$ cat src/rtl/cpp_internal_bool_period_to_double_if.sv
// cpp_internal_bool_period_to_double_if: bool/update-event input and double/update-toggle output bundle
interface cpp_internal_bool_period_to_double_if;
  logic        in;
  logic        update_in;
  logic [63:0] out;
  logic        update_out;
  logic        overrun;
  modport master (output in, update_in, input out, update_out, overrun);
  modport slave (input in, update_in, output out, update_out, overrun);
endinterface

$ cat src/rtl/cpp_internal_bool_period_to_double.sv
// cpp_internal_bool_period_to_double: measures the cycle period between sampled rising edges and emits it as an IEEE-754 double
module cpp_internal_bool_period_to_double #(
  parameter int CNT_W = 32
) (
  input logic clk,
  input logic rst_n,
  cpp_internal_bool_period_to_double_if.slave bus
);
  typedef enum logic [1:0] {IDLE, NORM, DONE} state_t;
  state_t state, state_d;
  logic update_in_q, in_q, armed;
  logic [CNT_W-1:0] counter, m;
  logic [10:0] e;
  logic [51:0] frac;
  logic evt, rise, start;
  assign evt = bus.update_in ^ update_in_q;
  assign rise = evt & bus.in & ~in_q;
  assign start = rise & armed & (state == IDLE);
  // drop the implicit leading one and left-align the rest into the 52-bit fraction
  assign frac = 52'(m[CNT_W-2:0]) << (53 - CNT_W);
  always_comb begin
    state_d = state == IDLE ? (start ? NORM : IDLE) :
              state == NORM ? (m[CNT_W-1] ? DONE : NORM) : IDLE;
  end
  always_ff @(posedge clk or negedge rst_n) begin
    if (!rst_n) begin
      state          <= IDLE;
      update_in_q    <= 1'b0;
      in_q           <= 1'b0;
      armed          <= 1'b0;
      counter        <= '0;
      m              <= '0;
      e              <= '0;
      bus.out        <= '0;
      bus.update_out <= 1'b0;
      bus.overrun    <= 1'b0;
    end else begin
      update_in_q <= bus.update_in;
      if (evt) in_q <= bus.in;
      counter <= rise ? CNT_W'(1) : (&counter ? counter : counter + CNT_W'(1));
      if (rise) armed <= 1'b1;
      if (rise && armed && state != IDLE) bus.overrun <= 1'b1;
      if (start) begin
        m <= counter;
        e <= 11'(CNT_W - 1);
      end else if (state == NORM && !m[CNT_W-1]) begin
        m <= m << 1;
        e <= e - 11'd1;
      end
      if (state == DONE) begin
        bus.out        <= {1'b0, 11'd1023 + e, frac};
        bus.update_out <= ~bus.update_out;
      end
      state <= state_d;
    end
  end
endmodule

$ cat src/flat_wrapper.sv
// flat-port wrapper written by rule: the top's interface ports become plain ports
module cpp_internal_bool_period_to_double_flat 
#(
  parameter int CNT_W = 32
)
  (clk, rst_n, bus_in, bus_update_in, bus_out, bus_update_out, bus_overrun);
  cpp_internal_bool_period_to_double_if bus_i ();
  input logic clk;
  input logic rst_n;
  input wire logic [$bits(bus_i.in)-1:0] bus_in;
  input wire logic [$bits(bus_i.update_in)-1:0] bus_update_in;
  output wire logic [$bits(bus_i.out)-1:0] bus_out;
  output wire logic [$bits(bus_i.update_out)-1:0] bus_update_out;
  output wire logic [$bits(bus_i.overrun)-1:0] bus_overrun;
  assign bus_i.in = bus_in;
  assign bus_i.update_in = bus_update_in;
  assign bus_out = bus_i.out;
  assign bus_update_out = bus_i.update_out;
  assign bus_overrun = bus_i.overrun;
  cpp_internal_bool_period_to_double #(.CNT_W(CNT_W)) u_core (.clk(clk), .rst_n(rst_n), .bus(bus_i));
endmodule
$ cat config.mk
export PLATFORM = sky130hd
export DESIGN_NAME = cpp_internal_bool_period_to_double_flat
export DESIGN_NICKNAME = d
export VERILOG_FILES = /design/src/rtl/cpp_internal_bool_period_to_double_if.sv /design/src/rtl/cpp_internal_bool_period_to_double.sv /design/src/flat_wrapper.sv
export SDC_FILE = /design/constraint.sdc
export NUM_CORES = 1
export LEC_CHECK = 0
export ABC_AREA = 1
export BUFFER_PORTS_ARGS = -buffer_cell sky130_fd_sc_hd__buf_2
export CORE_ASPECT_RATIO = 1.5
export CORE_MARGIN = 1
export CORE_UTILIZATION = 35
export CTS_CLUSTER_DIAMETER = 30
export DETAILED_ROUTE_END_ITERATION = 6
export PLACE_DENSITY_LB_ADDON = 0.08
export SLEW_MARGIN = 20
export SYNTH_ARGS = -nofsm -noshare
export SYNTH_HDL_FRONTEND = slang
export SYNTH_SLANG_ARGS = --single-unit
$ cat constraint.sdc
create_clock -name clk -period 1.9 [get_ports clk]
set_input_delay 0.38 -clock clk [delete_from_list [all_inputs] [get_ports clk]]
set_output_delay 0.38 -clock clk [all_outputs]
set_load 0.01 [all_outputs]
==> results of run 1 <==
-- registers in the layout (all words and copies together), names as in the netlist --
name / flops
u_core.update_in_q: 1
u_core.state: 2
u_core.bus.update_out: 1
u_core.armed: 1
u_core.in_q: 1
u_core.bus.overrun: 1
u_core.counter: 32
u_core.e: 11
u_core.bus.out: 42
u_core.m: 32
-- layout make-up --
type	instances	area, um2
sequential	124	3100
inverter	39	146
timing repair buffer	87	616
fill	1741	9880
tap	213	267
multi-input combinational	607	2730
clock inverter	15	190
clock buffer	17	425
-- cell families (layout without fill, tap and decap cells) --
family	count (synthesis)	count (layout)
AO/OA/AOI/OAI	21	21
buffers and inverters	95	158
other	1	22
XOR/XNOR	7	7
flip-flops	124	124
adder cells (fa/ha/maj)	2	2
AND/OR/NAND/NOR	555	555
-- critical path: stages, from the launching register on --
cell and delay, ns:
dfrtp_1 0.38, ha_1 0.26, nand2_2 0.10, nor2_4 0.17, inv_1 0.06, nor2_1 0.30, nand3_1 0.13, nand3_1 0.10
nand2_1 0.05
-- what timing repair did --
action / in CTS / in global routing
setup endpoints to repair: 0 / 16
gates resized for setup: 0 / 0
buffers inserted: 0 / 3
hold buffers: 1 / 0
endpoints found under the hold margin: 23 / 0
-- metal layers --
layer  global-route usage [%]  vias up  routed length [um]
li1                         -     2700                   -
met1                     23.2     2546                7280
met2                     34.0      110                8520
met3                     3.47       17                 505
met4                     7.39        0                 313
met5                        0        -                   0
-- final timing paths --
path                                       startpoint               endpoint  slack [ns]  cells past startpoint
max in group asynchronous                       rst_n     u_core.counter[15]        0.85                      3
worst min-delay path                    bus_update_in     u_core.update_in_q         0.1                      1
worst max register to register      u_core.counter[0]     u_core.counter[28]        0.24                      8
min in group asynchronous                       rst_n            u_core.m[8]        0.44                      2
worst min register to register  u_core.bus.update_out  u_core.bus.update_out        0.46                      1
worst max-delay path                u_core.counter[0]     u_core.counter[28]        0.24                      8
-- where the power goes --
part	switching, W	leakage, nW	internal (W)
combinational	0.00186	1.92	0.00108
sequential	0.000652	1.63	0.00354
clock	0.00129	0.292	0.00209
-- per-stage QoR --
stage | power, W | util [%] | setup slack (ns) | instances
2_1_floorplan | 0.00603 | - | 0.384 | 826
3_3_place_gp | 0.00716 | 39.3 | 0.213 | 1066
3_5_place_dp | 0.00722 | 39.3 | 0.133 | 1066
4_1_cts | 0.0106 | 42.9 | 0.116 | 1099
5_1_grt | 0.0112 | 43.1 | 0.0331 | 1102
6_report | 0.0105 | 43.1 | 0.236 | 1102
-- placed cells by master (no fill, tap or decap), drive strengths merged, types with 2 or more instances in the layout --
cell,instances
clkinvlp,3
or2,14
dfrtp,124
buf,86
nand2,308
xor2,5
nand4,34
clkinv,6
clkbuf,17
o21ai,15
conb,22
ha,2
inv,42
nand3,113
nor2,85
xnor2,2
a31oi,3
bufinv,3
==> impl.org, run 1 <==
** Run status
- The run finished with clean final reports.

** Pwr
- Maximum vdd ir drop :: 1090 uV
- For this design the static power due to leakage is 3.85 nW.
- Dividing total power by cell area gives a power density of 1410 nW/um2.

** Logic synthesis
- Cell area after technology mapping :: 6220 um2
- Summing the areas of all compound-gate instances in the mapped netlist gives 1.99% of the synthesized area.
- Simple logic cell fraction of the synthesized area :: 39.0%
- Post-Synthesis Cells :: 805
- In the post-synthesis netlist, the cell with the most instances is nand2_1.
- Share of the synthesized area in the top cell type :: 49.9%
- Post-synthesis register bit count :: 124
- After synthesis, the netlist uses 32 different library cells.
- The synthesized netlist devotes 0.986% of its cell area to XOR and XNOR gates.
- Multiplexer cells account for 0% of the synthesized area.
- In this run, synthesis inferred 0 flip-flops with an integrated enable.
- Sorting the synthesized cells by area gives the leading types as dfrtp_1 50%, nand2_1 18%, nand3_1 8.8%, nor2_1 4.8%, nand4_1 3.4%.
- Summing the areas of all fa, ha and maj instances in the mapped netlist gives 0.403% of the synthesized area.
- Dominant combinational cell family by area after synthesis :: simple AND/OR/NAND/NOR gates
- A synthesized cell averages 7.72 um2.
- Top cells by count, synth :: 305 x nand2_1, 124 x dfrtp_1, 109 x nand3_1
- Sequential cell area fraction in the yosys report :: 49.9%
- Synthesis Warnings :: 0
- The largest total area in the synthesized netlist belongs to dfrtp_1.
- For this run, the leading register cell type out of synthesis is dfrtp_1.
- Proportion of register bits with asynchronous set or reset after synthesis :: 100%

** Timing
- For the pin with the worst max-slew slack, the measured transition is 0.691 ns.
- Setup Total Neg Slack :: 0 ns
- The final count of pins violating max slew came to 0.
- Fmax :: 601 MHz
- Endpoints failing setup :: 0
- The final number of hold-violating endpoints came to 0.
- Worst hold slack :: 0.0961 ns
- Minimum clock period :: 1.66 ns
- Fin crit share :: 87.6%
- RSZ-0062 raised after global routing :: no
- Measured against its own limit, the worst slew margin works out to 53.9%.
- Between clock sinks in the finished design, the worst skew comes to 0.00619 ns.

** Setup path
- Startpoint class of the critical path :: register
- STA puts the critical path data arrival time at 1.98 ns.
- Required time reported for the critical path endpoint :: 2.21 ns
- Highest net fanout along the worst path :: 5
- By startpoint and endpoint, the worst setup path is classified as register to register.
- Sort of element at the end of the critical path :: register

** Final layout
- Layout net count :: 882
- Antenna diode count :: 0
- Area growth from synthesis to layout :: 20.2%
- Fraction of final layout cells with drive strength greater than 1 :: 16.9%
- The finished cells cover 7470 um2.

** Clock tree
- Maximum level of the CTS H-tree :: 4
- For the worst-skew pair, the clock arrives at the later sink with an insertion delay of 0.42 ns.
- Root buffer cell :: clkbuf_16
- Clock input transition at the sequential cells of the worst setup and hold paths :: 0.06 ns
- Total CTS buffers :: 17
- The clock drives 124 sinks.
- TritonCTS clock tree :: done
- Max Buffers Root-to-Sink :: 2

** Global route
- The via count of the first global-routing pass was 5287.
- The initial antenna violation count was 0.
- Entering global routing, the biggest net connects 54 pins.
- Grt total ovfl :: 0
- Total routing resource utilization after global routing :: 19.2%
- The first global-routing pass estimated 27600 um of wire.

** Routing
- The first TritonRoute pass finished after 4 iterations.
- After detailed routing, the total wire length is 16600 um.
- After detailed routing, the number of vias per cell comes to 4.88.
- Initial DRC count :: 375
- Once detail routing completed, the nets flagged for antenna violations numbered 0.
- Dividing the detail-routed wire length by the instance count gives 15.1 um.
- Number of design rule violations left after detail routing :: 0
- The routed layout has 5373 vias.

** Floorplan
- Effective utilization at floorplan :: 35.8%
- I/O pin total :: 70
- The die is 165 um tall.
- Area of the core region :: 17300 um2
- Overall die width :: 111 um
- The die covers 18300 um2.
- Cell Rows :: 59

** Place
- Cell Area, Placed :: 6810 um2
- Placer Congestion :: 0.914
- Quantity of I/O buffers inserted on ports :: 47
- HPWL after detailed placement :: 12100 um

** Flow run
- Max-cap violations in this run came to 0.

** Worst hold path
- The worst hold path belongs to the class input port to register.
(Power assumes the default switching activity.)
==> run 2: changes to the inputs <==
clock period = 1.75 ns   (was 1.9 ns; I/O delays follow)
==> impl.org, run 2 (same netlist as run 1, synthesis figures left out) <==
** Run status
- The flow ran to the end, and the final reports show no timing, DRC or antenna violations.

** Setup path
- The worst register-to-register path has a depth of 8.
- STA classifies the critical path startpoint as a register.
- The slowest stage of the critical path is the dfrtp_2 cell.
- Following the worst setup path forward leads to its endpoint at u_core.counter[11].
- Critical path, cell by cell :: ha_1, nand2_2, nor2_4, nand2_4, nor2_8, nand3_4, buf_12, nand2_1
- In this run the critical register-to-register path is captured at u_core.counter[11].
- Highest net fanout along the worst path :: 23
- The worst setup path is captured at a register.
- In this design, the stage delay of the slowest critical-path cell is 0.41 ns.
- The critical path starts at u_core.counter[1].
- The setup path with the least slack is of type register to register.
- Required time reported for the critical path endpoint :: 2.11 ns
- The worst register-to-register path has a setup slack of 0.16 ns.
- Data arrives at the worst endpoint at 1.95 ns.
- The startpoint identified for the worst register-to-register timing path is u_core.counter[1].

** Global route
- M3 GR Usage :: 3.65%
- Entering global routing, the biggest net connects 44 pins.
- The initial antenna violation count is 0.
- Across every metal layer, demand over resource in global routing totals 19.0%.
- The global routing stage identified its most utilized layer as met2.
- The via count of the first global-routing pass was 5262.
- Grt total ovfl :: 0
- In the global route stage, met1 resource usage came out at 22.4%.
- The first global-routing pass estimated 27200 um of wire.
- M2 GR Usage :: 34.6%

** Floorplan
- The initial utilization of the core area, before any placement, comes to 35.8%.
- Overall die area :: 18300 um2
- The floorplan step defined a core boundary enclosing 17300 um2.
- In this run the vertical extent of the chip is 165 um.
- 70 I/O pins were placed.
- The floorplan step set the die width to 111 um.
- Cell Rows :: 59

** Timing
- Fin crit share :: 90.8%
- For the finished layout, the period the worst path requires is 1.59 ns.
- Maximum clock skew at final layout :: 0.00767 ns
- Worst relative slew slack :: 53.2%
- Setup repair after global routing left no endpoint under its margin.
- The final number of hold-violating endpoints came to 0.
- Setup violations remaining at the end of the flow were counted as 0.
- The final count of pins violating max slew came to 0.
- Setup Total Neg Slack :: 0 ns
- Fmax :: 629 MHz
- Worst Max-Slew Pin Slew :: 0.701 ns

** Routing
- In this run, the number of DRC markers left after iteration 0 of detailed routing was 297.
- Final Routed Wirelength :: 16600 um
- After detailed routing, the average wire length per cell comes to 15.1 um.
- Number of design rule violations left after detail routing :: 0
- Using the TritonRoute via totals, the vias-per-cell ratio works out to 4.88.
- The detail route stage leaves a number of antenna-violating nets equal to 0.
- Drt pass-1 iters :: 4
- Total via count in the routed design :: 5373

** Worst hold path
- Start point of the worst min-delay path :: bus_update_in
- Cell depth of the worst hold path :: 1
- In this run the worst hold path is classified as input port to register.

** Final layout
- FILL cells :: 1747
- Compared with the post-synthesis result, the final layout area differs by 20.2%.
- 0 antenna diodes ended up in the layout.
- Leaving out fill and tap cells, the most frequent cells in the layout are 305 x nand2_1, 123 x dfrtp_1, 109 x nand3_1, 77 x nor2_1, 46 x buf_2.
- The register with the most flip-flops in the layout has 42 of them.
- In the final layout, the multi-input gates occupy 2730 um2.
- Register containing the most flip-flops in the final layout :: u_core.bus.out
- In the final layout, the share of cells above drive strength 1 is 16.9%.
- Area taken by flip-flops and latches :: 3100 um2
- The largest registers in the layout are u_core.bus.out (42), u_core.counter (32), u_core.m (32).
- Most common library cell in the layout ignoring fill and taps :: nand2_1
- The final layout contains 880 nets.
- After routing the design area is 7470 um2.
- Final non-filler cell total :: 1100

** Place
- HPWL after detailed placement :: 12200 um
- The number of placed instances, taps included, is 1067.
- At the end of routability-driven placement, the weighted congestion stood at 0.906.
- Summing all placed instances gives a cell area of 6840 um2.
- The count of buffers added on input and output ports is 47.

** Flow run
- Max-capacitance violation count :: 0

** Pwr
- Total leakage power :: 3.84 nW
- Total power divided by cell area :: 1540 nW/um2
- Summing internal, switching and leakage power gives 0.0115 W.
- IR analysis of the VDD net gives a maximum drop of 987 uV.

** Clock tree
- Total CTS buffers :: 17
- Clock input transition at the sequential cells of the worst setup and hold paths :: 0.06 ns
- TritonCTS built the clock tree.
- The longest clock path from root to sink contains 2 buffers.
- Clock tree sinks :: 124
- Root buffer cell :: clkbuf_16
- At the later pin of the worst-skew pair, clock insertion delay measures 0.42 ns.
- Maximum level of the CTS H-tree :: 4
==> run 2: cell type report <==
cell class | instances | share of cell area [%]
repair buffers | 85 | 8.21
clock buffers | 17 | 5.69
clock inverters | 15 | 2.51
flip-flops and latches | 124 | 41.6
multi-input cells | 607 | 36.5
inverters | 39 | 1.96
well taps | 213 | 3.57
==> run 2: worst min path at each step <==
stage,endpoint
floorplan,u_core.armed
global placement,u_core.bus.out[56]
detailed placement,u_core.bus.out[56]
CTS,u_core.update_in_q
global route,u_core.update_in_q
finish,u_core.update_in_q
==> run 2: timing repair <==
action,in CTS,in global routing
gates resized for setup,0,2
endpoints found under the setup margin,0,17
endpoints found under the hold margin,25,0
buffers inserted,0,0
hold buffers,1,0
==> run 2: routing by layer <==
| layer | wire [um] | up-vias |
|---|---|---|
| met5 | 0 | - |
| met4 | 227 | 0 |
| met3 | 440 | 17 |
| met2 | 8700 | 94 |
| met1 | 7220 | 2571 |
| li1 | - | 2691 |
==> run 2: through the flow <==
| stage | utilization, % | hold slack, ns | setup slack, ns |
|---|---|---|---|
| floorplan | - | 0.0544 | 0.234 |
| global placement | 39.5 | 0.318 | 0.131 |
| detailed placement | 39.5 | 0.325 | 0.111 |
| CTS | 43.0 | 0.0475 | 0.0975 |
| global route | 43.1 | 0.0574 | 0.0355 |
| finish | 43.1 | 0.0607 | 0.161 |
==> run 2: critical path: cells and delay by family, from the launching register on <==
kind / cells / cell delay [ns]
buf+inv: 1 / 0.20
simple gates: 6 / 0.72
flops: 1 / 0.41
fa+ha+maj: 1 / 0.20
==> run 2: power by group <==
part / leakage, nW / switching [W] / total (W) / internal (W)
clock network: 0.291 / 0.00139 / 0.00366 / 0.00226
registers: 1.63 / 0.000732 / 0.00457 / 0.00384
logic: 1.92 / 0.00205 / 0.00326 / 0.00122
